--- config.mk ---
export PLATFORM = sky130hd
export DESIGN_NAME = dmem_arbiter_flat
export DESIGN_NICKNAME = d
export VERILOG_FILES = /design/src/rtl/dmem_arbiter_if.sv /design/src/rtl/dmem_arbiter.sv /design/src/flat_wrapper.sv
export SDC_FILE = /design/constraint.sdc
export NUM_CORES = 1
export LEC_CHECK = 0
export CORE_MARGIN = 2
export CORE_UTILIZATION = 35
export CTS_CLUSTER_SIZE = 24
export DETAILED_ROUTE_END_ITERATION = 10
export PLACE_DENSITY = 0.82
export SLEW_MARGIN = 20
export SYNTH_ARGS = -nofsm -noshare
export SYNTH_HDL_FRONTEND = slang
export SYNTH_SLANG_ARGS = --single-unit
--- constraint.sdc ---
create_clock -name clk -period 2.4 [get_ports clk]
set_input_delay 0.24 -clock clk [delete_from_list [all_inputs] [get_ports clk]]
set_output_delay 0.24 -clock clk [all_outputs]
set_load 0.05 [all_outputs]
--- src/rtl/dmem_arbiter_if.sv ---
// Request/grant and RAM-side bundle for the shared 256x16 data memory.
// slave = arbiter view; master = requester/RAM view.
interface dmem_arbiter_if #(
    parameter int ADDR_W = 8,
    parameter int DATA_W = 16
);
    logic              c_req;
    logic              c_we;
    logic [ADDR_W-1:0] c_addr;
    logic [DATA_W-1:0] c_wdata;
    logic              c_gnt;
    logic              c_rvalid;
    logic [DATA_W-1:0] c_rdata;
    logic              c_stall;

    logic              h_req;
    logic              h_we;
    logic              h_lock;
    logic [ADDR_W-1:0] h_addr;
    logic [DATA_W-1:0] h_wdata;
    logic              h_gnt;
    logic              h_rvalid;
    logic [DATA_W-1:0] h_rdata;

    logic [ADDR_W-1:0] mem_addr;
    logic              mem_wr;
    logic [DATA_W-1:0] mem_wdata;
    logic [DATA_W-1:0] mem_rdata;

    modport slave (
        input  c_req, c_we, c_addr, c_wdata,
        output c_gnt, c_rvalid, c_rdata, c_stall,
        input  h_req, h_we, h_lock, h_addr, h_wdata,
        output h_gnt, h_rvalid, h_rdata,
        output mem_addr, mem_wr, mem_wdata,
        input  mem_rdata
    );

    modport master (
        output c_req, c_we, c_addr, c_wdata,
        input  c_gnt, c_rvalid, c_rdata, c_stall,
        output h_req, h_we, h_lock, h_addr, h_wdata,
        input  h_gnt, h_rvalid, h_rdata,
        input  mem_addr, mem_wr, mem_wdata,
        output mem_rdata
    );
endinterface

--- src/rtl/dmem_arbiter.sv ---
// Round-robin arbiter sharing one single-port data RAM between CPU (C) and host loader (H).
// Latency: grant/issue same cycle (combinational), read data returned the cycle after the grant.
// Backpressure: loser sees gnt=0 and holds its request; c_stall freezes the control FSM.
module dmem_arbiter #(
    parameter int ADDR_W   = 8,
    parameter int DATA_W   = 16,
    parameter int MAX_LOCK = 8
) (
    input  logic            clk,
    input  logic            rst_n,
    dmem_arbiter_if.slave   bus
);
    localparam int CNT_W = $clog2(MAX_LOCK + 1);
    localparam logic [CNT_W-1:0] MAX_CNT = CNT_W'(MAX_LOCK);

    typedef enum logic {S_ARB, S_LOCK} state_t;
    typedef enum logic {OWN_C, OWN_H} owner_t;

    state_t            state, state_nxt;
    owner_t            last_owner, owner_nxt;
    logic [CNT_W-1:0]  lock_cnt, lock_cnt_nxt;
    logic              lock_hold;
    logic              h_gnt, c_gnt;
    logic              rd_vld, rd_owner;
    logic [DATA_W-1:0] c_rdata_q, h_rdata_q;

    always_comb begin
        state_nxt    = S_ARB;
        lock_cnt_nxt = '0;
        owner_nxt    = last_owner;
        // Host keeps the RAM only while it still asks for both access and lock.
        lock_hold = (state == S_LOCK) && bus.h_req && bus.h_lock;
        h_gnt = rst_n && bus.h_req &&
                (lock_hold || !bus.c_req || (last_owner == OWN_C));
        c_gnt = rst_n && bus.c_req && !h_gnt;

        if (h_gnt) begin
            owner_nxt = OWN_H;
            if (lock_hold) begin
                if (lock_cnt + CNT_W'(1) < MAX_CNT) begin
                    state_nxt    = S_LOCK;
                    lock_cnt_nxt = lock_cnt + CNT_W'(1);
                end
            end else if (bus.h_lock) begin
                state_nxt    = S_LOCK;
                lock_cnt_nxt = CNT_W'(1);
            end
        end else if (c_gnt) begin
            owner_nxt = OWN_C;
        end
    end

    always_ff @(posedge clk or negedge rst_n) begin
        if (!rst_n) begin
            state      <= S_ARB;
            last_owner <= OWN_C;
            lock_cnt   <= '0;
        end else begin
            state      <= state_nxt;
            last_owner <= owner_nxt;
            lock_cnt   <= lock_cnt_nxt;
        end
    end

    // Read return pipeline runs independently of arbitration.
    always_ff @(posedge clk or negedge rst_n) begin
        if (!rst_n) begin
            rd_vld    <= 1'b0;
            rd_owner  <= 1'b0;
            c_rdata_q <= '0;
            h_rdata_q <= '0;
        end else begin
            rd_vld   <= (h_gnt && !bus.h_we) || (c_gnt && !bus.c_we);
            rd_owner <= h_gnt;
            if (rd_vld && rd_owner)  h_rdata_q <= bus.mem_rdata;
            if (rd_vld && !rd_owner) c_rdata_q <= bus.mem_rdata;
        end
    end

    assign bus.h_gnt    = h_gnt;
    assign bus.c_gnt    = c_gnt;
    assign bus.c_stall  = bus.c_req && !c_gnt;
    assign bus.h_rvalid = rd_vld && rd_owner;
    assign bus.c_rvalid = rd_vld && !rd_owner;
    assign bus.h_rdata  = bus.h_rvalid ? bus.mem_rdata : h_rdata_q;
    assign bus.c_rdata  = bus.c_rvalid ? bus.mem_rdata : c_rdata_q;

    assign bus.mem_addr  = h_gnt ? bus.h_addr  : (c_gnt ? bus.c_addr  : '0);
    assign bus.mem_wdata = h_gnt ? bus.h_wdata : (c_gnt ? bus.c_wdata : '0);
    assign bus.mem_wr    = (h_gnt && bus.h_we) || (c_gnt && bus.c_we);
endmodule

--- src/flat_wrapper.sv ---
// flat-port wrapper written by rule: the top's interface ports become plain ports
module dmem_arbiter_flat 
#(
    parameter int ADDR_W   = 8,
    parameter int DATA_W   = 16,
    parameter int MAX_LOCK = 8
)
  (clk, rst_n, bus_c_req, bus_c_we, bus_c_addr, bus_c_wdata, bus_c_gnt, bus_c_rvalid, bus_c_rdata, bus_c_stall, bus_h_req, bus_h_we, bus_h_lock, bus_h_addr, bus_h_wdata, bus_h_gnt, bus_h_rvalid, bus_h_rdata, bus_mem_addr, bus_mem_wr, bus_mem_wdata, bus_mem_rdata);
  dmem_arbiter_if #(.ADDR_W(ADDR_W), .DATA_W(DATA_W)) bus_i ();
  input  logic clk;
  input  logic rst_n;
  input wire logic [$bits(bus_i.c_req)-1:0] bus_c_req;
  input wire logic [$bits(bus_i.c_we)-1:0] bus_c_we;
  input wire logic [$bits(bus_i.c_addr)-1:0] bus_c_addr;
  input wire logic [$bits(bus_i.c_wdata)-1:0] bus_c_wdata;
  output wire logic [$bits(bus_i.c_gnt)-1:0] bus_c_gnt;
  output wire logic [$bits(bus_i.c_rvalid)-1:0] bus_c_rvalid;
  output wire logic [$bits(bus_i.c_rdata)-1:0] bus_c_rdata;
  output wire logic [$bits(bus_i.c_stall)-1:0] bus_c_stall;
  input wire logic [$bits(bus_i.h_req)-1:0] bus_h_req;
  input wire logic [$bits(bus_i.h_we)-1:0] bus_h_we;
  input wire logic [$bits(bus_i.h_lock)-1:0] bus_h_lock;
  input wire logic [$bits(bus_i.h_addr)-1:0] bus_h_addr;
  input wire logic [$bits(bus_i.h_wdata)-1:0] bus_h_wdata;
  output wire logic [$bits(bus_i.h_gnt)-1:0] bus_h_gnt;
  output wire logic [$bits(bus_i.h_rvalid)-1:0] bus_h_rvalid;
  output wire logic [$bits(bus_i.h_rdata)-1:0] bus_h_rdata;
  output wire logic [$bits(bus_i.mem_addr)-1:0] bus_mem_addr;
  output wire logic [$bits(bus_i.mem_wr)-1:0] bus_mem_wr;
  output wire logic [$bits(bus_i.mem_wdata)-1:0] bus_mem_wdata;
  input wire logic [$bits(bus_i.mem_rdata)-1:0] bus_mem_rdata;
  assign bus_i.c_req = bus_c_req;
  assign bus_i.c_we = bus_c_we;
  assign bus_i.c_addr = bus_c_addr;
  assign bus_i.c_wdata = bus_c_wdata;
  assign bus_c_gnt = bus_i.c_gnt;
  assign bus_c_rvalid = bus_i.c_rvalid;
  assign bus_c_rdata = bus_i.c_rdata;
  assign bus_c_stall = bus_i.c_stall;
  assign bus_i.h_req = bus_h_req;
  assign bus_i.h_we = bus_h_we;
  assign bus_i.h_lock = bus_h_lock;
  assign bus_i.h_addr = bus_h_addr;
  assign bus_i.h_wdata = bus_h_wdata;
  assign bus_h_gnt = bus_i.h_gnt;
  assign bus_h_rvalid = bus_i.h_rvalid;
  assign bus_h_rdata = bus_i.h_rdata;
  assign bus_mem_addr = bus_i.mem_addr;
  assign bus_mem_wr = bus_i.mem_wr;
  assign bus_mem_wdata = bus_i.mem_wdata;
  assign bus_i.mem_rdata = bus_mem_rdata;
  dmem_arbiter #(.ADDR_W(ADDR_W), .DATA_W(DATA_W), .MAX_LOCK(MAX_LOCK)) u_core (.clk(clk), .rst_n(rst_n), .bus(bus_i));
endmodule
* Yosys cells after proc, flatten, opt, wreduce, memory -nomap -nowiden *
Index checks and enable logic that the tools add are counted.

storage, ports and cells
  logic and storage cells = 50
  register bits after elaboration = 40
  input port bits = 71

cells by class
  add/sub/neg operators = 1
  bitwise gates (word level) = 1
  multiplexer cells = 16
  $lt $le $gt $ge = 1
  reductions and logical operators = 24

operator list
  kind                 count
  $mux 16              4
  $mux 8               2
  $logic_and 1x1->1    13
  $mux 4               3
  $mux 1               7
  $logic_not 1->1      6
  $add 4x1->4 const B  1
  $logic_or 1x1->1     4
  $lt 4x4->1 const B   1
  $reduce_bool 2->1    1
  $not 1->1            1

* Longest topological paths before layout *
Gate-level depths: netlist of the first run.

  word-level depth = 9
  mapped depth = 5
  depth with buffers taken out = 3

* Least setup slack after synthesis of the first run *
OpenSTA, ideal clock, no wires.

  path kind = reg-to-output
  start point = reg u_core.state
  end point = out bus_mem_addr[0]
  slack = 0.613 ns
  buffers on the path = 1
  stages on the path, launching flop included = 5
  data arrival time = 1.547 ns
  cells stage by stage = dfrtp_1 -> a21bo_1 -> a21oi_2 -> buf_2 -> a22o_1

between the ends
  word-level cells in the longest chain between the ends = 9

RTL lines
  element                          RTL line            RTL
  from (decl)                      dmem_arbiter.sv:19  state_t state, state_nxt;
  from (signal assigned)           dmem_arbiter.sv:59  state <= state_nxt;
  $logic_and 1x1->1 (2 in series)  dmem_arbiter.sv:32  lock_hold = (state == S_LOCK) && bus.h_req && bus.h_lock;
  $logic_or 1x1->1 (2 in series)   dmem_arbiter.sv:34  (lock_hold || !bus.c_req || (last_owner == OWN_C));
  $logic_and 1x1->1                dmem_arbiter.sv:33  h_gnt = rst_n && bus.h_req &&
  $logic_not 1->1                  dmem_arbiter.sv:35  c_gnt = rst_n && bus.c_req && !h_gnt;
  $logic_and 1x1->1                dmem_arbiter.sv:35
  named net bus_c_gnt              flat_wrapper.sv:16  output wire logic [$bits(bus_i.c_gnt)-1:0] bus_c_gnt;
  $mux 8 (2 in series)             dmem_arbiter.sv:88  assign bus.mem_addr = h_gnt ? bus.h_addr : (c_gnt ? bus.c_addr : '0);
  to (decl)                        flat_wrapper.sv:28  output wire logic [$bits(bus_i.mem_addr)-1:0] bus_mem_addr;

The timed path passes the listed nets, and every way through them passes these cells.

* Worst setup path in the final report of the first run *
  start point = reg u_core.rd_owner
  end point = out bus_c_rdata[13]

between the ends
  word-level cells in the longest chain between the ends = 3

RTL lines
  element                 RTL line            RTL
  from (decl)             dmem_arbiter.sv:24  logic rd_vld, rd_owner;
  from (signal assigned)  dmem_arbiter.sv:74  rd_owner <= h_gnt;
  $logic_not 1->1         dmem_arbiter.sv:84  assign bus.c_rvalid = rd_vld && !rd_owner;
  $logic_and 1x1->1       dmem_arbiter.sv:84
  $mux 16                 dmem_arbiter.sv:86  assign bus.c_rdata = bus.c_rvalid ? bus.mem_rdata : c_rdata_q;
  to (decl)               flat_wrapper.sv:18  output wire logic [$bits(bus_i.c_rdata)-1:0] bus_c_rdata;

Every way passes these cells.

==> impl_metrics.csv, run 1 <==
group,metric,value,unit
die,floorplan.io_pins,133,
synth,synthMostInstantiatedCell,"sky130_fd_sc_hd__dfrtp_1",
route,drt-pass1-iter-count,4,
worst_hold_path,worstHoldPathType,"input port to asynchronous set/reset pin",
power,leakage_component_of_the_power,0.00156,uW
timing,tns,0,ns
setup_path,cp_data_arrival_time,1.74,ns
timing,finalHoldViolations,0,
finish,area_delta_synth_final,95.3,%
route,via_cell_ratio,4.72,
route,routed_wire_length_per_instance,15.3,um
clocking,cts_hold_buffers_added,0,
synth,post_synth.cell_area_avg,13.4,sq um
placement,place.detailed.hpwl,4280,um
global_routing,first_global_vias,1708,
clocking,max-clock-path-buffers,2,
clocking,tritoncts,"done",
synth,syn_area,1780,sq um
route,route.detailed.drc,0,
global_routing,total_global_routing_track_utilization,18.9,%
synth,synth_cells,133,
setup_path,worst-path-max-fanout,12,
setup_path,setup.worst_path.end_class,"output port",
synth,synth_top_cells_by_area,"sky130_fd_sc_hd__dfrtp_1, sky130_fd_sc_hd__mux2_2, sky130_fd_sc_hd__a22o_1",
power,cellPowerDensity,854,nW/um^2
synth,synthesis.nets,205,
setup_path,path_class,"flop to output port",
timing,max_freq,505,MHz
route,ant_nets,0,
clocking,post_cts.resized_instances,0,
finish,final_core_util,72.3,%
global_routing,initial_antenna_violation_count,0,
timing,period_needed,1.98,ns
finish,antenna-diode-count,0,
clocking,cts_post_setup_buffers_inserted,0,
setup_path,critical-path-max-stage-delay,0.38,ns
clocking,cts-htree-levels,2,
die,height_of_the_die,75.4,um
global_routing,grt_overflow_total,0,
finish,fin_nets,343,
synth,async_reset_ff_share,100,%
placement,place_congestion,0.733,
global_routing,maximum_number_of_pins_on_one_net_before_global_route_repair,41,
clocking,cts_num_sinks,39,
timing,grt_setup_unrepaired,"no",
die,placementRows,25,
run,maxCapViolCount,0,
timing,slew_headroom,65.9,%
setup_path,cp_slowest_cell,"sky130_fd_sc_hd__mux2_2",
finish,stdcell_count,339,
synth,dominantRegCellSynth,"sky130_fd_sc_hd__dfrtp_1",
placement,placedCellCount,331,
setup_path,worstSetupStartpointType,"flop",
power,peakVddDrop,0.000367,V
outcome,run_status,"completed",
die,fp.dieArea,5680,sq um
route,via_count,1601,
route,wl,5170,um
die,die_width,75.4,um
setup_path,critPathMostFrequentCell,"sky130_fd_sc_hd__buf_4",
finish,post_route_cells_drive_above_1_share,41.2,%
timing,worst_slew_pin_slew,0.509,ns
die,initial_utilization,37.0,%
setup_path,timing.critical_path.cells,"nand2b_1 > buf_4 > mux2_2 > buf_4",
timing,final.period_utilization,82.5,%
synth,yosysWarnings,0,
clocking,clock_insertion_delay_worst_skew,0.28,ns
timing,timing.hold.ws,0.0805,ns
synth,ys_seq_elements,39,
placement,place.port_buffers,132,
synth,post_synth_most_frequent_cells,"sky130_fd_sc_hd__dfrtp_1, sky130_fd_sc_hd__mux2_2, sky130_fd_sc_hd__a22o_1",
clocking,clk_transition_reported_paths,0.08,ns
route,drt_iter0_drc,41,
global_routing,grt_first_pass_wirelength,8020,um
timing,skew,0.0107,ns
timing,slew_viol_final,0,
synth,synth_seq_area_share,54.7,%
synth,yosysTopAreaCellShare,54.7,%
clocking,cts-buffers-inserted,5,
power,power,2970,uW
timing,final-setup-viol-count,0,
synth,count_of_flip_flops_with_a_built_in_enable_after_synthesis,0,
die,floorplan.core_area,4820,sq um
synth,post_synth_num_cell_types,21,
clocking,cts-root-buf,"sky130_fd_sc_hd__clkbuf_8",
synth,most_area_hungry_cell_type_in_the_yosys_netlist,"sky130_fd_sc_hd__dfrtp_1",
setup_path,crit_required,2.16,ns
==> layout make-up <==
cell class,instances,area [sq um]
clock inverter,3,43.8
sequential,39,976
clock buffer,5,68.8
fill,348,1340
tap,67,83.8
timing repair buffer,140,1560
inverter,4,15.0
multi-input combinational,81,733
==> sequential cells by signal, summed over array words and instances (netlist names) <==
name,count
u_core.c_rdata_q,16
u_core.h_rdata_q,16
u_core.last_owner,1
u_core.lock_cnt,3
u_core.rd_owner,1
u_core.rd_vld,1
u_core.state,1
==> final timing paths <==
check                      cells after the start  slack [ns]           startpoint                   end
setup / recovery                               4        0.42      u_core.rd_owner       bus_c_rdata[13]
hold / removal                                 2        0.08                rst_n   u_core.c_rdata_q[9]
setup reg to reg                               3        1.03      u_core.rd_owner  u_core.c_rdata_q[13]
hold reg to reg                                1        0.50  u_core.h_rdata_q[8]   u_core.h_rdata_q[8]
max in group asynchronous                      2        1.98                rst_n   u_core.h_rdata_q[2]
min in group clk                               4        0.39                rst_n    u_core.lock_cnt[2]
==> placed cells by master (no fill, tap or decap), types with 2 or more instances in the layout <==
cell type                         Yosys  final
sky130_fd_sc_hd__a22o_1              26     26
sky130_fd_sc_hd__and3_1               2      2
sky130_fd_sc_hd__buf_12               0     27
sky130_fd_sc_hd__buf_4                3     42
sky130_fd_sc_hd__clkbuf_8             0      5
sky130_fd_sc_hd__clkdlybuf4s50_1      0     70
sky130_fd_sc_hd__dfrtp_1             39     39
sky130_fd_sc_hd__inv_1                4      4
sky130_fd_sc_hd__mux2_2              32     32
sky130_fd_sc_hd__nand2_1              6      6
sky130_fd_sc_hd__nand2b_1             2      2
sky130_fd_sc_hd__nand3_1              2      2
sky130_fd_sc_hd__nor2_1               2      2
==> power by group <==
part           switching [uW]  internal [uW]
combinational             987            602
sequential               39.7            820
clock                     217            309
==> critical path: cells and delay by family, from the launching register on <==
kind	cells	cell delay [ns]
flops	1	0.34
simple gates	1	0.27
buf+inv	2	0.46
mux	1	0.38
==> layer usage <==
metal | up-vias | wire, um | track usage, %
met5 | - | 0 | 0
met4 | 0 | 23 | 4.68
met3 | 4 | 384 | 6.61
met2 | 79 | 2830 | 32.9
met1 | 755 | 1930 | 22.5
li1 | 763 | - | -
==> cells by family (layout without fill, tap and decap cells) <==
kind of cell	Yosys count	after routing	share of synthesized area (%)
flops	39	39	54.7
compound gates	32	32	15.4
mux	32	32	20.2
simple gates	16	16	4.42
buf+inv	13	152	4.49
fa+ha+maj	1	1	0.702
==> stage by stage <==
stage	instance area (sq um)	setup slack [ns]
5_1_grt	3480	0.322
6_report	3480	0.421
4_1_cts	3480	0.394
2_1_floorplan	1780	0.613
3_5_place_dp	3370	0.456
3_3_place_gp	3370	0.490
(Power assumes the default switching activity.)
==> run 2, diff against run 1 <==
--- a/config.mk
+++ b/config.mk
@@ -6,10 +6,10 @@
 export NUM_CORES = 1
 export LEC_CHECK = 0
 export CORE_MARGIN = 2
-export CORE_UTILIZATION = 35
+export CORE_UTILIZATION = 34
 export CTS_CLUSTER_SIZE = 24
 export DETAILED_ROUTE_END_ITERATION = 10
-export PLACE_DENSITY = 0.82
+export PLACE_DENSITY = 0.8
 export SLEW_MARGIN = 20
 export SYNTH_ARGS = -nofsm -noshare
 export SYNTH_HDL_FRONTEND = slang
==> constraint.sdc (replaced) <==
create_clock -name clk -period 2 [get_ports clk]
set_input_delay 0.2 -clock clk [delete_from_list [all_inputs] [get_ports clk]]
set_output_delay 0.2 -clock clk [all_outputs]
set_load 0.05 [all_outputs]
==> run 2 against run 1 <==
Effect of this change: final cell count is 0.59% higher; cell area is 2.0% higher; die area is 2.8% higher; global-route usage is 0.33 points higher; combinational power is 21% higher; utilization is 2.3 points lower; power is 21% higher; sequential power is 20% higher; sequential share of layout area is 0.56 points lower; via count is 2.9% higher; routed wire length is 5.5% higher; highest routed layer unchanged.
==> impl_metrics.csv, run 2 (synthesis results as in run 1) <==
group,metric,value,unit
setup_path,critical_path.startpoint,"bus_h_lock",
timing,slew_headroom,69.7,%
global_routing,initial_antenna_violation_count,0,
clocking,clock_insertion_delay_worst_skew,0.28,ns
finish,fin_nets,342,
setup_path,critical-path-max-stage-delay,0.52,ns
die,height_of_the_die,76.4,um
clocking,tritoncts,"done",
global_routing,maximum_number_of_pins_on_one_net_before_global_route_repair,39,
route,route.detailed.drc,0,
setup_path,cp_data_arrival_time,1.68,ns
timing,tns,0,ns
die,floorplan.io_pins,133,
timing,period_needed,1.88,ns
setup_path,ff2ff_path_depth,3,
setup_path,setup.worst_path.end_class,"output port",
setup_path,worst-path-max-fanout,30,
setup_path,cp_slowest_cell,"sky130_fd_sc_hd__clkdlybuf4s50_1",
power,cellPowerDensity,1010,nW/um^2
setup_path,path_class,"input port to output port",
timing,max_freq,532,MHz
route,ant_nets,0,
placement,place.detailed.hpwl,4420,um
global_routing,grt_first_pass_wirelength,8830,um
power,leakage_component_of_the_power,0.00158,uW
route,wl,5460,um
setup_path,timing.critical_path.cells,"clkdlybuf4s50_1 > nand2_1 > a31oi_2 > buf_12 > a22o_1 > buf_12",
timing,slew_viol_final,0,
run,maxCapViolCount,0,
outcome,run_status,"completed",
setup_path,critPathMostFrequentCell,"sky130_fd_sc_hd__buf_12",
finish,area_delta_synth_final,99.3,%
setup_path,worstSetupStartpointType,"input port",
die,die_width,76.4,um
finish,layout_commonest_cell,"sky130_fd_sc_hd__clkdlybuf4s50_1",
placement,place_congestion,0.748,
clocking,cts-htree-levels,2,
clocking,max-clock-path-buffers,2,
die,initial_utilization,35.1,%
setup_path,regToRegEndpoint,"u_core.c_rdata_q[6]",
die,placementRows,26,
setup_path,worst_r2r_startpoint,"u_core.rd_vld",
placement,placedInstanceArea,3430,sq um
clocking,cts_num_sinks,39,
timing,final.period_utilization,94.1,%
route,via_count,1648,
route,routed_wire_length_per_instance,16.0,um
global_routing,first_global_vias,1773,
placement,place.port_buffers,132,
timing,worst_slew_pin_slew,0.455,ns
finish,antenna-diode-count,0,
clocking,post_cts.resized_instances,0,
clocking,cts-buffers-inserted,5,
timing,final-setup-viol-count,0,
global_routing,total_global_routing_track_utilization,19.3,%
clocking,cts-root-buf,"sky130_fd_sc_hd__clkbuf_8",
finish,largest_registers,"u_core.c_rdata_q x16, u_core.h_rdata_q x16, u_core.lock_cnt x3",
timing,skew,0.00675,ns
timing,finalHoldViolations,0,
power,peakVddDrop,0.000490,V
die,floorplan.core_area,5070,sq um
clocking,clk_transition_reported_paths,0.07,ns
timing,grt_setup_unrepaired,"no",
route,drt_iter0_drc,52,
worst_hold_path,worstHoldPathType,"input port to asynchronous set/reset pin",
global_routing,grt_overflow_total,0,
route,via_cell_ratio,4.83,
finish,stdcell_area,3550,sq um
finish,final_core_util,70.0,%
finish,post_route_cells_drive_above_1_share,41.0,%
route,drt-pass1-iter-count,4,
die,fp.dieArea,5840,sq um
setup_path,ff2ff_setup_slack,0.74,ns
finish,layout_common_cells,"sky130_fd_sc_hd__clkdlybuf4s50_1, sky130_fd_sc_hd__dfrtp_1, sky130_fd_sc_hd__buf_4",
setup_path,crit_required,1.80,ns
==> run 2: changes by cell type in the layout (fill, tap and decap cells not counted) <==
cell,previous run,this run
sky130_fd_sc_hd__dlygate4sd3_1,0,1
sky130_fd_sc_hd__buf_12,27,33
sky130_fd_sc_hd__buf_4,42,35
sky130_fd_sc_hd__clkdlybuf4s50_1,70,69
==> run 2: metrics by stage <==
| step | total power (uW) | hold WS, ns | cells | setup slack, ns |
|---|---|---|---|---|
| 2_1_floorplan | 2250 | -0.0956 | 133 | 0.253 |
| 3_3_place_gp | 2960 | 0.0173 | 332 | 0.122 |
| 3_5_place_dp | 3000 | 0.0204 | 332 | 0.0995 |
| 4_1_cts | 3640 | 0.0572 | 341 | 0.0992 |
| 5_1_grt | 3740 | 0.0940 | 341 | 0.0430 |
| 6_report | 3590 | 0.0473 | 341 | 0.119 |
==> run 2: power by group <==
group / total [uW] / switching [uW] / internal [uW]
registers: 1030 / 49.4 / 985
clock network: 624 / 254 / 371
logic: 1930 / 1200 / 737
==> run 2: how the worst max path moves through the flow <==
stage	depth (start not counted)	end	slack, ns
finish	6	bus_mem_addr[2]	0.12
global route	6	bus_mem_addr[2]	0.04
CTS	6	bus_mem_addr[2]	0.1
detailed placement	6	bus_mem_addr[2]	0.1
global placement	6	bus_mem_addr[2]	0.12
floorplan	4	bus_mem_addr[0]	0.25
==> run 2: what timing repair did <==
action,4_1_cts,5_1_grt
hold buffers,1,0
hold endpoints to repair,1,0
setup buffers,0,0
==> run 2: critical path, delay by kind of cell <==
| family | cells | cell delay (ns) |
|---|---|---|
| buffers and inverters | 3 | 0.89 |
| and+or+nand+nor | 1 | 0.10 |
| AOI/OAI and AO/OA | 2 | 0.48 |
==> run 2: layout make-up <==
type	instances	area, sq um
Clock buffer	5	68.8
Clock inverter	3	43.8
Timing Repair Buffer	139	1630
Sequential cell	39	976
Fill cell	399	1520
Tap cell	70	87.6
Inverter	4	15.0
Multi-Input combinational cell	81	733
==> run 2: routing by layer <==
layer / global-route usage, % / vias up / share of wire, %
met1: 20.0 / 794 / 35
met4: 5.64 / 0 / 1.1
met5: 0 / - / 0
met3: 6.75 / 4 / 9.3
li1: - / 762 / -
met2: 36.3 / 88 / 54
